## config.mk

```make
export PLATFORM = sky130hd
export DESIGN_NAME = ad7864_reader_flat
export DESIGN_NICKNAME = d
export VERILOG_FILES = /design/src/rtl/ad7864_reader_if.sv /design/src/rtl/ad7864_reader.sv /design/src/flat_wrapper.sv
export SDC_FILE = /design/constraint.sdc
export NUM_CORES = 1
export LEC_CHECK = 0
export BUFFER_PORTS_ARGS = -buffer_cell sky130_fd_sc_hd__buf_4
export CAP_MARGIN = 20
export CORE_MARGIN = 8
export CORE_UTILIZATION = 31
export CTS_CLUSTER_SIZE = 25
export DETAILED_ROUTE_END_ITERATION = 8
export SYNTH_ARGS = -nofsm -noshare
export SYNTH_HDL_FRONTEND = slang
export SYNTH_SLANG_ARGS = --single-unit
```

## constraint.sdc

```tcl
create_clock -name clkin -period 2.1 [get_ports clkin]
set_input_delay 0.42 -clock clkin [delete_from_list [all_inputs] [get_ports clkin]]
set_output_delay 0.42 -clock clkin [all_outputs]
set_load 0.005 [all_outputs]
```

## src/rtl/ad7864_reader_if.sv

```systemverilog
// Pin bundle between the AD7864 read sequencer, the ADC and the DSP.
// slave = the reader block; master = the ADC/DSP side driving it.
interface ad7864_reader_if #(
  parameter int NCH = 4,
  parameter int DW  = 12
);
  logic              conv_bar;
  logic              ad_busy;
  logic [DW-1:0]     ad_db;
  logic              ad_cs_bar;
  logic              ad_rd_bar;
  logic [NCH*DW-1:0] ch_data;
  logic              frame_rdy;
  logic              frame_ack;
  logic              overrun;
  logic              timeout;
  logic              err_clr;

  modport slave (
    input  conv_bar, ad_busy, ad_db, frame_ack, err_clr,
    output ad_cs_bar, ad_rd_bar, ch_data, frame_rdy, overrun, timeout
  );

  modport master (
    output conv_bar, ad_busy, ad_db, frame_ack, err_clr,
    input  ad_cs_bar, ad_rd_bar, ch_data, frame_rdy, overrun, timeout
  );
endinterface

```

## src/rtl/ad7864_reader.sv

```systemverilog
// AD7864 read-side sequencer: waits for BUSY to fall, runs CS/RD per channel, latches a frame.
// Define AD7864_RD_TIMEOUT_EN to build the WAIT_BUSY watchdog and the timeout flag.
module ad7864_reader #(
  parameter int NCH     = 4,
  parameter int DW      = 12,
  parameter int RD_LOW  = 3,
  parameter int RD_HIGH = 2,
  parameter int TIMEOUT = 255
) (
  input  logic           clkin,
  input  logic           rst_bar,
  ad7864_reader_if.slave bus
);

  typedef enum logic [2:0] {IDLE, WAIT_BUSY, READ_LO, READ_HI, DONE} state_t;

  localparam int CHW   = (NCH > 1) ? $clog2(NCH) : 1;
  localparam int RDMAX = (RD_LOW > RD_HIGH) ? RD_LOW : RD_HIGH;
  localparam int RCW   = $clog2(RDMAX + 1);
  localparam logic [CHW-1:0] LAST_CH = CHW'(NCH - 1);

  if (NCH < 1 || NCH > 4 || RD_LOW < 1 || RD_HIGH < 1 || TIMEOUT < 1 || TIMEOUT > 255)
  begin : g_bad_param
    $error("ad7864_reader: parameter out of range");
  end

  state_t                 state_q, state_d;
  logic [RCW-1:0]         cnt_q, cnt_d;
  logic [CHW-1:0]         chan_q, chan_d;
  logic [NCH-1:0][DW-1:0] shadow_q, shadow_d;
  logic [NCH-1:0][DW-1:0] frame_q, frame_d;
  logic                   cs_q, cs_d, rd_q, rd_d;
  logic                   rdy_q, rdy_d, ovr_q, ovr_d;

  logic conv_s1_q, conv_s2_q, conv_d1_q, conv_fall_q;
  logic busy_s1_q, busy_s2_q, busy_d1_q, busy_fall_q;
  logic lo_done, hi_done, tmo_hit;

  // Both strobes are asynchronous to clkin; the falling-edge pulse is registered so
  // BUSY pin -> CS/RD low is a fixed four edges.
  always_ff @(posedge clkin or negedge rst_bar) begin
    if (!rst_bar) begin
      conv_s1_q   <= 1'b1;
      conv_s2_q   <= 1'b1;
      conv_d1_q   <= 1'b1;
      conv_fall_q <= 1'b0;
      busy_s1_q   <= 1'b0;
      busy_s2_q   <= 1'b0;
      busy_d1_q   <= 1'b0;
      busy_fall_q <= 1'b0;
    end else begin
      conv_s1_q   <= bus.conv_bar;
      conv_s2_q   <= conv_s1_q;
      conv_d1_q   <= conv_s2_q;
      conv_fall_q <= conv_d1_q & ~conv_s2_q;
      busy_s1_q   <= bus.ad_busy;
      busy_s2_q   <= busy_s1_q;
      busy_d1_q   <= busy_s2_q;
      busy_fall_q <= busy_d1_q & ~busy_s2_q;
    end
  end

  assign lo_done = (state_q == READ_LO) && (cnt_q == RCW'(RD_LOW - 1));
  assign hi_done = (state_q == READ_HI) && (cnt_q == RCW'(RD_HIGH - 1));

`ifdef AD7864_RD_TIMEOUT_EN
  logic [7:0] tmo_cnt_q, tmo_cnt_d;
  logic       tmo_q, tmo_d;

  assign tmo_hit = (state_q == WAIT_BUSY) && (tmo_cnt_q == 8'(TIMEOUT));

  // Counter is held at zero in IDLE so it starts clean on entry to WAIT_BUSY.
  always_comb begin
    tmo_cnt_d = tmo_cnt_q;
    if (state_q == IDLE)
      tmo_cnt_d = '0;
    else if (state_q == WAIT_BUSY && tmo_cnt_q != 8'(TIMEOUT))
      tmo_cnt_d = tmo_cnt_q + 8'd1;
    tmo_d = tmo_q;
    if (bus.err_clr) tmo_d = 1'b0;
    if (tmo_hit && !busy_fall_q) tmo_d = 1'b1;
  end

  always_ff @(posedge clkin or negedge rst_bar) begin
    if (!rst_bar) begin
      tmo_cnt_q <= '0;
      tmo_q     <= 1'b0;
    end else begin
      tmo_cnt_q <= tmo_cnt_d;
      tmo_q     <= tmo_d;
    end
  end

  assign bus.timeout = tmo_q;
`else
  assign tmo_hit     = 1'b0;
  assign bus.timeout = 1'b0;
`endif

  // State register
  always_ff @(posedge clkin or negedge rst_bar) begin
    if (!rst_bar) state_q <= IDLE;
    else          state_q <= state_d;
  end

  // Next-state logic; a BUSY fall beats a simultaneous watchdog expiry.
  always_comb begin
    state_d = state_q;
    unique case (state_q)
      IDLE:      if (conv_fall_q) state_d = WAIT_BUSY;
      WAIT_BUSY: if (busy_fall_q) state_d = READ_LO;
                 else if (tmo_hit) state_d = IDLE;
      READ_LO:   if (lo_done) state_d = (chan_q == LAST_CH) ? DONE : READ_HI;
      READ_HI:   if (hi_done) state_d = READ_LO;
      DONE:      state_d = IDLE;
      default:   state_d = IDLE;
    endcase
  end

  // Output/datapath logic. CS/RD are decoded from the next state so the registered
  // pins line up exactly with the READ_LO/READ_HI states.
  always_comb begin
    cs_d     = !(state_d == READ_LO || state_d == READ_HI);
    rd_d     = !(state_d == READ_LO);
    cnt_d    = (state_d == state_q && (state_q == READ_LO || state_q == READ_HI))
               ? cnt_q + RCW'(1) : '0;
    chan_d   = chan_q;
    shadow_d = shadow_q;
    frame_d  = frame_q;
    rdy_d    = rdy_q;
    ovr_d    = ovr_q;

    if (state_q == WAIT_BUSY && busy_fall_q) chan_d = '0;
    if (hi_done && chan_q != LAST_CH)        chan_d = chan_q + CHW'(1);
    if (lo_done)                             shadow_d[chan_q] = bus.ad_db;

    if (bus.frame_ack) rdy_d = 1'b0;
    if (bus.err_clr)   ovr_d = 1'b0;
    if (state_q == DONE) begin
      frame_d = shadow_q;
      rdy_d   = 1'b1;
      if (rdy_q && !bus.frame_ack) ovr_d = 1'b1;
    end
  end

  always_ff @(posedge clkin or negedge rst_bar) begin
    if (!rst_bar) begin
      cnt_q    <= '0;
      chan_q   <= '0;
      shadow_q <= '0;
      frame_q  <= '0;
      cs_q     <= 1'b1;
      rd_q     <= 1'b1;
      rdy_q    <= 1'b0;
      ovr_q    <= 1'b0;
    end else begin
      cnt_q    <= cnt_d;
      chan_q   <= chan_d;
      shadow_q <= shadow_d;
      frame_q  <= frame_d;
      cs_q     <= cs_d;
      rd_q     <= rd_d;
      rdy_q    <= rdy_d;
      ovr_q    <= ovr_d;
    end
  end

  assign bus.ad_cs_bar = cs_q;
  assign bus.ad_rd_bar = rd_q;
  assign bus.ch_data   = frame_q;
  assign bus.frame_rdy = rdy_q;
  assign bus.overrun   = ovr_q;

endmodule
```

## src/flat_wrapper.sv

```systemverilog
// flat-port wrapper written by rule: the top's interface ports become plain ports
module ad7864_reader_flat 
#(
  parameter int NCH     = 4,
  parameter int DW      = 12,
  parameter int RD_LOW  = 3,
  parameter int RD_HIGH = 2,
  parameter int TIMEOUT = 255
)
  (clkin, rst_bar, bus_conv_bar, bus_ad_busy, bus_ad_db, bus_frame_ack, bus_err_clr, bus_ad_cs_bar, bus_ad_rd_bar, bus_ch_data, bus_frame_rdy, bus_overrun, bus_timeout);
  ad7864_reader_if #(.NCH(NCH), .DW(DW)) bus_i ();
  input  logic clkin;
  input  logic rst_bar;
  input wire logic [$bits(bus_i.conv_bar)-1:0] bus_conv_bar;
  input wire logic [$bits(bus_i.ad_busy)-1:0] bus_ad_busy;
  input wire logic [$bits(bus_i.ad_db)-1:0] bus_ad_db;
  input wire logic [$bits(bus_i.frame_ack)-1:0] bus_frame_ack;
  input wire logic [$bits(bus_i.err_clr)-1:0] bus_err_clr;
  output wire logic [$bits(bus_i.ad_cs_bar)-1:0] bus_ad_cs_bar;
  output wire logic [$bits(bus_i.ad_rd_bar)-1:0] bus_ad_rd_bar;
  output wire logic [$bits(bus_i.ch_data)-1:0] bus_ch_data;
  output wire logic [$bits(bus_i.frame_rdy)-1:0] bus_frame_rdy;
  output wire logic [$bits(bus_i.overrun)-1:0] bus_overrun;
  output wire logic [$bits(bus_i.timeout)-1:0] bus_timeout;
  assign bus_i.conv_bar = bus_conv_bar;
  assign bus_i.ad_busy = bus_ad_busy;
  assign bus_i.ad_db = bus_ad_db;
  assign bus_i.frame_ack = bus_frame_ack;
  assign bus_i.err_clr = bus_err_clr;
  assign bus_ad_cs_bar = bus_i.ad_cs_bar;
  assign bus_ad_rd_bar = bus_i.ad_rd_bar;
  assign bus_ch_data = bus_i.ch_data;
  assign bus_frame_rdy = bus_i.frame_rdy;
  assign bus_overrun = bus_i.overrun;
  assign bus_timeout = bus_i.timeout;
  ad7864_reader #(.NCH(NCH), .DW(DW), .RD_LOW(RD_LOW), .RD_HIGH(RD_HIGH), .TIMEOUT(TIMEOUT)) u_core (.clkin(clkin), .rst_bar(rst_bar), .bus(bus_i));
endmodule
```

==> results.sh, run 1 <==
export IMPL_outcome="finished, final reports clean"
export IMPL_synth_top_area_cell="dfrtp_1"
export IMPL_setup_viol=0
export IMPL_cp_endpoint="u_core.shadow_q[26]"
export IMPL_grt_max_degree=49
export IMPL_vias=2430
export IMPL_grt_pass1_wl_mm=15.0
export IMPL_synth_top_area_frac=0.605
export IMPL_drc=0
export IMPL_cp_arrival_ns=1.98
export IMPL_power_leakage_nw=3.04
export IMPL_io_buffer_count=69
export IMPL_ys_types=30
export IMPL_synth_cell_area_um2=4550
export IMPL_crit_type="reg -> reg"
export IMPL_ant_nets=0
export IMPL_cts_setup_buffers=0
export IMPL_drt_initial_drc_count=149
export IMPL_cts_resized=0
export IMPL_cts_hold_buf=1
export IMPL_grtUsageMet3=0.0481
export IMPL_vias_per_cell=4.40
export IMPL_hold_path_class="in -> reg"
export IMPL_numCtsBuffers=17
export IMPL_worstReg2RegStart="u_core.cnt_q[0]"
export IMPL_synthSimpleGateAreaFrac=0.0382
export IMPL_fin_crit_ns=1.69
export IMPL_yosys_area_share_adder=0.0165
export IMPL_synth_async_reset_ratio=1.00
export IMPL_r2r_end="u_core.shadow_q[26]"
export IMPL_syn_inst=271
export IMPL_gp_congestion=0.651
export IMPL_dieArea_um2=18800
export IMPL_area_delta_synth_final_pct=29.6
export IMPL_fin_util=0.409
export IMPL_fill_cells=1347
export IMPL_grt_overflow=0
export IMPL_die_x_um=137
export IMPL_yosys_top_cells_area="dfrtp_1 60%, mux2_2 14%, mux2_4 13%"
export IMPL_n_antenna_cell=0
export IMPL_rr_worst_depth=5
export IMPL_synth_compound_area_share=0.0137
export IMPL_synth_top_family_by_area="multiplexers"
export IMPL_grt_pass1_vias=2759
export IMPL_slew_viol_final=0
export IMPL_ys_seq_area_frac=0.633
export IMPL_setup_slack_ns=0.412
export IMPL_synth_flop_cell="dfrtp_1"
export IMPL_htree_levels=4
export IMPL_drt_first_pass_iters=4
export IMPL_vdd_drop_max_mv=0.703
export IMPL_skew_ns=0.00969
export IMPL_rsz0062_at_grt="false"
export IMPL_layout_drive_gt1_share=0.584
export IMPL_clock_root_buffer="clkbuf_16"
export IMPL_floorplan_die_height_um=137
export IMPL_critPathMaxFanout=12
export IMPL_max_freq_mhz=593
export IMPL_end_kind="register"
export IMPL_antenna_found_initial=0
export IMPL_layout_common_cells="110 x dfrtp_1, 73 x buf_4, 58 x mux2_2, 39 x mux2_4, 17 x clkbuf_16"
export IMPL_ios=71
export IMPL_clk_pin_slew_ns=0.05
export IMPL_cts_tree="done"
export IMPL_ys_warn_count=0
export IMPL_power_density_nw_per_um2=1350
export IMPL_reg2reg_slack_ns=0.41
export IMPL_ys_seq_elements=115
export IMPL_wire_per_inst_um=16.7
export IMPL_grt_usage=0.106
export IMPL_ctsLongestPathBuffers=2
export IMPL_grt_util_met2=0.159
export IMPL_synth_fp_nets=295
export IMPL_synth_mux_area_frac=0.272
export IMPL_cts_sinks=115
export IMPL_gr_usage_met1=0.126
export IMPL_top_usage_layer="met2"
export IMPL_drv_cap=0
export IMPL_totalWireLength_mm=9.19
export IMPL_synth_edf_count=0
export IMPL_cp_required_ns=2.39
export IMPL_syn_area_per_cell_um2=16.8
export IMPL_worstSkewPairLatency_ns=0.41
export IMPL_cp_startpoint="u_core.cnt_q[0]"
export IMPL_final_common_cell="dfrtp_1"
export IMPL_place_ws_ns=0.406
export IMPL_finalNetCount=379
export IMPL_crit_path_start_kind="register"
export IMPL_fin_tns_setup_ns=0
export IMPL_start_util=0.316
export IMPL_num_rows=44
export IMPL_hold_viol_final=0
export IMPL_place_hpwl_mm=6.41
export IMPL_period_share=0.804
export IMPL_synth_xor_area_frac=0
export IMPL_core_um2=14400
-- cell families after synthesis --
logic type | Yosys count
compound gates | 9
fa+ha+maj | 6
buf+inv | 18
flops | 115
mux | 97
other cells | 1
simple gates | 25
-- metal layers --
metal / part of all wire / wire (µm) / vias up
met5: 0 / 0 / -
met4: 0.021 / 197 / 0
met3: 0.068 / 629 / 16
met2: 0.47 / 4280 / 58
met1: 0.44 / 4090 / 1240
li1: - / - / 1116
-- worst min-delay path by stage --
stage | slack [ns] | end | cells past startpoint | start
3_5_place_dp | 0.33 | u_core.busy_s2_q | 0 | u_core.busy_s1_q
6_report | 0.12 | u_core.busy_s1_q | 1 | bus_ad_busy
2_1_floorplan | 0.12 | u_core.bus.ch_data[0] | 0 | rst_bar
5_1_grt | 0.09 | u_core.busy_s1_q | 1 | bus_ad_busy
3_3_place_gp | 0.34 | u_core.busy_s2_q | 0 | u_core.busy_s1_q
4_1_cts | 0.09 | u_core.busy_s1_q | 1 | bus_ad_busy
-- sequential cells by signal, summed over array words and instances (netlist names), 2 cells and up --
register            count
u_core.bus.ch_data     48
u_core.chan_q           2
u_core.cnt_q            2
u_core.shadow_q        48
u_core.state_q          3
-- synth_stat cells (2+ instances only) --
master and n:
inv_1 7, o21ai_0 2, nand2_4 4, dfstp_2 5, buf_2 5, nor2b_1 4
nand2_1 4, nand2b_1 2, buf_6 5, dfrtp_1 110, nor2_1 4, ha_1 6
mux2_2 58, mux2_4 39
-- critical path: stages, from the launching register on --
cell and delay (ns):
dfrtp_1 0.39, inv_1 0.06, ha_1 0.21, and4bb_4 0.35, nand2_4 0.21, mux2_4 0.35
-- final cells by class --
class / count / area (µm²) / share of cell area
tap: 184 / 230 / 0.0390
multi-input combinational: 138 / 1550 / 0.263
inverter: 7 / 26.3 / 0.00445
clock buffer: 21 / 480 / 0.0814
sequential: 115 / 2880 / 0.489
timing repair buffer: 76 / 598 / 0.101
clock inverter: 11 / 126 / 0.0214
-- power breakdown --
part / switching [mW] / internal (mW) / total [mW] / leakage (nW)
Sequential: 0.422 / 2.94 / 3.36 / 1.45
Combinational: 0.604 / 1.15 / 1.76 / 1.30
Clock: 1.00 / 1.87 / 2.88 / 0.288
Total: 2.03 / 5.96 / 7.99 / 3.04
-- through the flow --
| stage | instance area (µm²) | std cells | power [mW] | hold slack (ns) |
|---|---|---|---|---|
| after global routing | 5900 | 552 | 8.44 | 0.0943 |
| after global placement | 5280 | 519 | 5.10 | 0.336 |
| after CTS | 5900 | 552 | 8.11 | 0.0949 |
| after floorplan | 4550 | 271 | 4.56 | 0.124 |
| final | 5900 | 552 | 7.99 | 0.120 |
| after detailed placement | 5280 | 519 | 5.19 | 0.335 |
Note: power is estimated with default switching activity, not from simulation.
==> inputs of run 2 (changes only) <==
==> constraint.sdc (replaced) <==
create_clock -name clkin -period 1.6 [get_ports clkin]
set_input_delay 0.32 -clock clkin [delete_from_list [all_inputs] [get_ports clkin]]
set_output_delay 0.32 -clock clkin [all_outputs]
set_load 0.005 [all_outputs]
==> run 2 against run 1 <==
- global-route usage increased by 0.20 points
- register-to-register slack got worse by 0.40 ns
- worst setup slack got worse by 0.40 ns
- highest routed layer unchanged
==> results.sh, run 2 (same netlist as run 1, synthesis figures left out) <==
export IMPL_crit_path_start_kind="register"
export IMPL_htree_levels=4
export IMPL_hold_path_class="in -> reg"
export IMPL_drt_initial_drc_count=69
export IMPL_grt_pass1_wl_mm=15.2
export IMPL_layout_drive_gt1_share=0.588
export IMPL_die_x_um=137
export IMPL_num_rows=44
export IMPL_setup_viol=0
export IMPL_skew_ns=0.00780
export IMPL_place_hpwl_mm=6.44
export IMPL_start_util=0.316
export IMPL_grt_pass1_vias=2783
export IMPL_rr_worst_depth=6
export IMPL_p_sw_mw=2.75
export IMPL_hold_depth=2
export IMPL_end_kind="register"
export IMPL_hold_viol_final=0
export IMPL_pwr_share_comb=0.234
export IMPL_area_delta_synth_final_pct=32.7
export IMPL_outcome="finished, final reports clean"
export IMPL_grt_usage=0.108
export IMPL_ant_nets=0
export IMPL_vias=2487
export IMPL_ctsLongestPathBuffers=2
export IMPL_dieArea_um2=18800
export IMPL_vdd_drop_max_mv=0.801
export IMPL_critPathMaxFanout=12
export IMPL_drt_first_pass_iters=4
export IMPL_cts_tree="done"
export IMPL_finalNetCount=390
export IMPL_worst_hold_slack_ns=0.0950
export IMPL_grt_overflow=0
export IMPL_hp_start="bus_err_clr"
export IMPL_internal_power_mw=8.06
export IMPL_max_freq_mhz=629
export IMPL_wire_per_inst_um=16.6
export IMPL_final_common_cell="dfrtp_1"
export IMPL_power_density_nw_per_um2=1790
export IMPL_worstReg2RegStart="u_core.cnt_q[0]"
export IMPL_drc=0
export IMPL_floorplan_die_height_um=137
export IMPL_min_to="u_core.bus.overrun"
export IMPL_core_um2=14400
export IMPL_clk_pin_slew_ns=0.05
export IMPL_totalWireLength_mm=9.34
export IMPL_power_leakage_nw=3.08
export IMPL_period_share=0.993
export IMPL_vias_per_cell=4.42
export IMPL_ios=71
export IMPL_slew_viol_final=0
export IMPL_fin_crit_ns=1.59
export IMPL_path_cells="inv_1 -> ha_1 -> and4bb_4 -> buf_4 -> nand2_8 -> mux2_2"
export IMPL_cpPeakStageDelay_ns=0.35
export IMPL_io_buffer_count=69
export IMPL_layout_common_cells="110 x dfrtp_1, 81 x buf_4, 58 x mux2_2, 39 x mux2_4, 17 x clkbuf_16"
export IMPL_gp_congestion=0.658
export IMPL_crit_type="reg -> reg"
export IMPL_r2r_end="u_core.shadow_q[29]"
export IMPL_p_total_mw=10.8
export IMPL_placed_area_um2=5340
export IMPL_grt_max_degree=45
export IMPL_clock_root_buffer="clkbuf_16"
export IMPL_clkPwrFrac=0.362
export IMPL_n_antenna_cell=0
export IMPL_cts_sinks=115
export IMPL_rsz0062_at_grt="true"
export IMPL_reg2reg_slack_ns=0.01
export IMPL_drv_cap=0
export IMPL_antenna_found_initial=0
export IMPL_p_sw_frac=0.255
export IMPL_cp_arrival_ns=1.88
export IMPL_numCtsBuffers=17
export IMPL_seq_power_share=0.405
export IMPL_worstSkewPairLatency_ns=0.41
export IMPL_cp_required_ns=1.89
export IMPL_fin_util=0.419
export IMPL_slowest_stage="mux2_2"
export IMPL_final_cell_area_um2=6040
[run 2: how the worst max path moves through the flow]
stage | start | endpoint | slack [ns] | cells after the start
after global routing | u_core.cnt_q[0] | u_core.shadow_q[35] | -0.06 | 6
after global placement | u_core.cnt_q[0] | u_core.shadow_q[35] | 0.005 | 5
after detailed placement | u_core.cnt_q[0] | u_core.shadow_q[35] | -0.008 | 5
after CTS | u_core.cnt_q[0] | u_core.shadow_q[35] | -0.01 | 5
final | u_core.cnt_q[0] | u_core.shadow_q[29] | 0.01 | 6
after floorplan | u_core.cnt_q[0] | u_core.shadow_q[39] | 0.02 | 6
[run 2: layer usage]
metal	global-route usage	vias to the layer above	part of all wire	wire (µm)
met4	0.0694	0	0.032	299
met3	0.0387	20	0.054	506
met1	0.133	1272	0.45	4190
li1	-	1138	-	-
met2	0.156	57	0.46	4340
met5	0	-	0	0
[run 2: what timing repair did]
item,in CTS,in global routing
cloned,0,0
hold endpoints to repair,12,0
setup endpoints to repair,14,47
pin swaps,0,0
hold buffers,3,0
resized for setup,0,3
buffers inserted,0,3
[run 2: power groups by stage]
| stage | sequential [mW] | combinational, mW | clock [mW] |
|---|---|---|---|
| 2_1_floorplan | 4.26 | 1.72 | 0 |
| 3_3_place_gp | 4.40 | 2.38 | 0 |
| 3_5_place_dp | 4.42 | 2.45 | 0 |
| 4_1_cts | 4.38 | 2.47 | 4.02 |
| 5_1_grt | 4.49 | 2.77 | 4.13 |
| 6_report | 4.38 | 2.53 | 3.91 |
[run 2: critical path, delay by kind of cell, from the launching register on]
| family | cells | cell delay [ns] |
|---|---|---|
| mux | 1 | 0.35 |
| fa+ha+maj | 1 | 0.20 |
| flops | 1 | 0.34 |
| buf+inv | 2 | 0.20 |
| simple gates | 2 | 0.39 |
[run 2: stage by stage]
step	cells	setup TNS, ns	setup slack, ns
floorplan	271	0	0.0160
global placement	525	0	0.00478
detailed placement	525	-0.0562	-0.00820
CTS	560	-0.0702	-0.0129
global route	563	-1.61	-0.0580
finish	563	0	0.0109
[run 2: layout make-up]
cell class	instances	area (µm²)
clock buffer	21	470
clock inverter	11	151
fill	1332	8380
inverter	7	26.3
multi-input combinational	138	1580
sequential	115	2880
tap	184	230
timing repair buffer	87	698
==> inputs of run 3 (changes only) <==
--- a/config.mk
+++ b/config.mk
@@ -11,6 +11,7 @@
 export CORE_UTILIZATION = 31
 export CTS_CLUSTER_SIZE = 25
 export DETAILED_ROUTE_END_ITERATION = 8
+export SETUP_SLACK_MARGIN = 0.2
 export SYNTH_ARGS = -nofsm -noshare
 export SYNTH_HDL_FRONTEND = slang
 export SYNTH_SLANG_ARGS = --single-unit
==> run 3 against run 2 <==
- flip-flop and latch count is the same
- register-to-register slack lost 0.03 ns
- sequential share of layout area shrank 0.59 points
- die area is the same
- non-clock buffer count grew 2
- core utilization grew 0.52 points
- largest power group unchanged
- largest cell class unchanged
- critical endpoint is now u_core.shadow_q[34]
- worst setup slack lost 0.032 ns
- the flow now finishes with violations (setup timing)
==> results.sh, run 3 (same netlist as run 1, synthesis figures left out) <==
export IMPL_cts_sinks=115
export IMPL_wire_per_inst_um=17.2
export IMPL_outcome="finished with violations"
export IMPL_worst_hold_slack_ns=0.0958
export IMPL_place_hpwl_mm=6.20
export IMPL_grt_pass1_vias=2740
export IMPL_vias_per_cell=4.39
export IMPL_violations="setup timing"
export IMPL_core_um2=14400
export IMPL_dieArea_um2=18800
export IMPL_worstReg2RegStart="u_core.cnt_q[0]"
export IMPL_rsz0062_at_grt="true"
export IMPL_crit_path_start_kind="register"
export IMPL_totalWireLength_mm=9.71
export IMPL_setup_slack_ns=-0.0210
export IMPL_drc=0
export IMPL_final_common_cell="dfrtp_1"
export IMPL_layout_drive_gt1_share=0.601
export IMPL_finalNetCount=394
export IMPL_drt_initial_drc_count=73
export IMPL_slowest_stage="dfrtp_1"
export IMPL_hold_viol_final=0
export IMPL_cp_top_family="flip-flops"
export IMPL_final_cells=565
export IMPL_period_share=1.01
export IMPL_cpPeakStageDelay_ns=0.39
export IMPL_path_cells="inv_1 -> ha_2 -> and4bb_4 -> buf_12 -> nand2_8 -> mux2_4"
export IMPL_vias=2482
export IMPL_worstSkewPairLatency_ns=0.42
export IMPL_n_antenna_cell=0
export IMPL_grt_max_degree=46
export IMPL_multi_input_area_um2=1650
export IMPL_num_rows=44
export IMPL_skew_ns=0.0180
export IMPL_fin_crit_ns=1.62
export IMPL_power_leakage_nw=3.11
export IMPL_grt_overflow=0
export IMPL_critical_path_depth=6
export IMPL_end_kind="register"
export IMPL_power_density_nw_per_um2=1740
export IMPL_numCtsBuffers=17
export IMPL_clk_pin_slew_ns=0.05
export IMPL_hold_path_class="in -> reg"
export IMPL_grt_pass1_wl_mm=15.2
export IMPL_seqCellArea_um2=2880
export IMPL_critPathMaxFanout=12
export IMPL_ant_nets=0
export IMPL_placedCellCount=523
export IMPL_grt_usage=0.108
export IMPL_floorplan_die_height_um=137
export IMPL_cp_required_ns=1.88
export IMPL_setup_viol=16
export IMPL_vdd_drop_max_mv=0.746
export IMPL_ctsLongestPathBuffers=2
export IMPL_r2r_end="u_core.shadow_q[34]"
export IMPL_cp_startpoint="u_core.cnt_q[0]"
export IMPL_p_total_mw=10.7
export IMPL_area_delta_synth_final_pct=34.3
export IMPL_gp_congestion=0.674
export IMPL_drt_first_pass_iters=4
export IMPL_clock_root_buffer="clkbuf_16"
export IMPL_die_x_um=137
export IMPL_htree_levels=4
export IMPL_io_buffer_count=69
export IMPL_reg2reg_slack_ns=-0.02
export IMPL_cts_tree="done"
export IMPL_fill_cells=1331
export IMPL_slew_viol_final=0
export IMPL_layout_common_cells="110 x dfrtp_1, 78 x buf_4, 58 x mux2_2, 39 x mux2_4, 18 x clkbuf_16"
export IMPL_crit_type="reg -> reg"
export IMPL_cp_arrival_ns=1.91
export IMPL_max_freq_mhz=617
export IMPL_crit_buf_inv=2
export IMPL_ios=71
export IMPL_cp_endpoint="u_core.shadow_q[34]"
export IMPL_start_util=0.316
export IMPL_antenna_found_initial=0
export IMPL_drv_cap=0
export IMPL_rr_worst_depth=6
==> run 3: cell count changes in the layout (fill, tap and decap cells not counted), sizes merged <==
cell / delta
bufinv: -2
nand2: +2
buf: +1
clkbuf: +5
clkinv: +1
clkinvlp: -4
inv: -1
==> run 3: what timing repair did <==
action	in CTS	in global routing
gates cloned	0	3
setup endpoints to repair	85	86
buffers inserted	3	3
pin swaps	4	2
hold buffers	3	0
resized for setup	10	6
endpoints found under the hold margin	25	0
==> run 3: metrics by stage <==
stage	util	setup slack, ns	setup TNS [ns]	instance area (µm²)
after global routing	0.424	-0.0635	-2.08	6120
after detailed placement	0.369	-0.00675	-0.0517	5330
after CTS	0.416	0.0150	0	6000
after global placement	0.369	-0.00189	-0.00827	5330
after floorplan	-	0.0322	0	4580
final	0.424	-0.0210	-0.106	6120
==> run 3: cell type report <==
cell class,instances,share of cell area
inverter,7,0.00430
timing repair buffer,89,0.126
clock buffer,25,0.0827
sequential,115,0.472
multi-input combinational,140,0.269
clock inverter,5,0.00818
tap,184,0.0376
==> run 3: how the worst min path moves through the flow <==
stage                     start                      to  slack (ns)  cells past startpoint
finish              bus_err_clr      u_core.bus.overrun         0.1                      2
global route        bus_err_clr      u_core.bus.overrun        0.09                      2
CTS                 bus_err_clr      u_core.bus.overrun        0.08                      2
detailed placement      rst_bar  u_core.bus.ch_data[47]        0.29                      1
global placement        rst_bar  u_core.bus.ch_data[47]        0.29                      1
floorplan               rst_bar   u_core.bus.ch_data[0]        0.02                      0
==> run 3: power by group <==
part	switching, mW	total, mW	leakage (nW)	internal, mW
registers	0.526	4.38	1.45	3.86
logic	0.999	2.76	1.38	1.76
clock network	1.22	3.52	0.279	2.31
==> run 3: per-layer routing <==
| metal | GRT usage | part of all wire |
|---|---|---|
| met1 | 0.129 | 0.45 |
| met2 | 0.159 | 0.45 |
| met3 | 0.0554 | 0.079 |
| met4 | 0.0507 | 0.015 |
| met5 | 0 | 0 |
==> run 3: worst reg2reg max path, cell delays in order (launching register included) <==
cell and delay, ns:
dfrtp_1 0.39, inv_1 0.06, ha_2 0.18, and4bb_4 0.26
buf_12 0.16, nand2_8 0.11, mux2_4 0.33
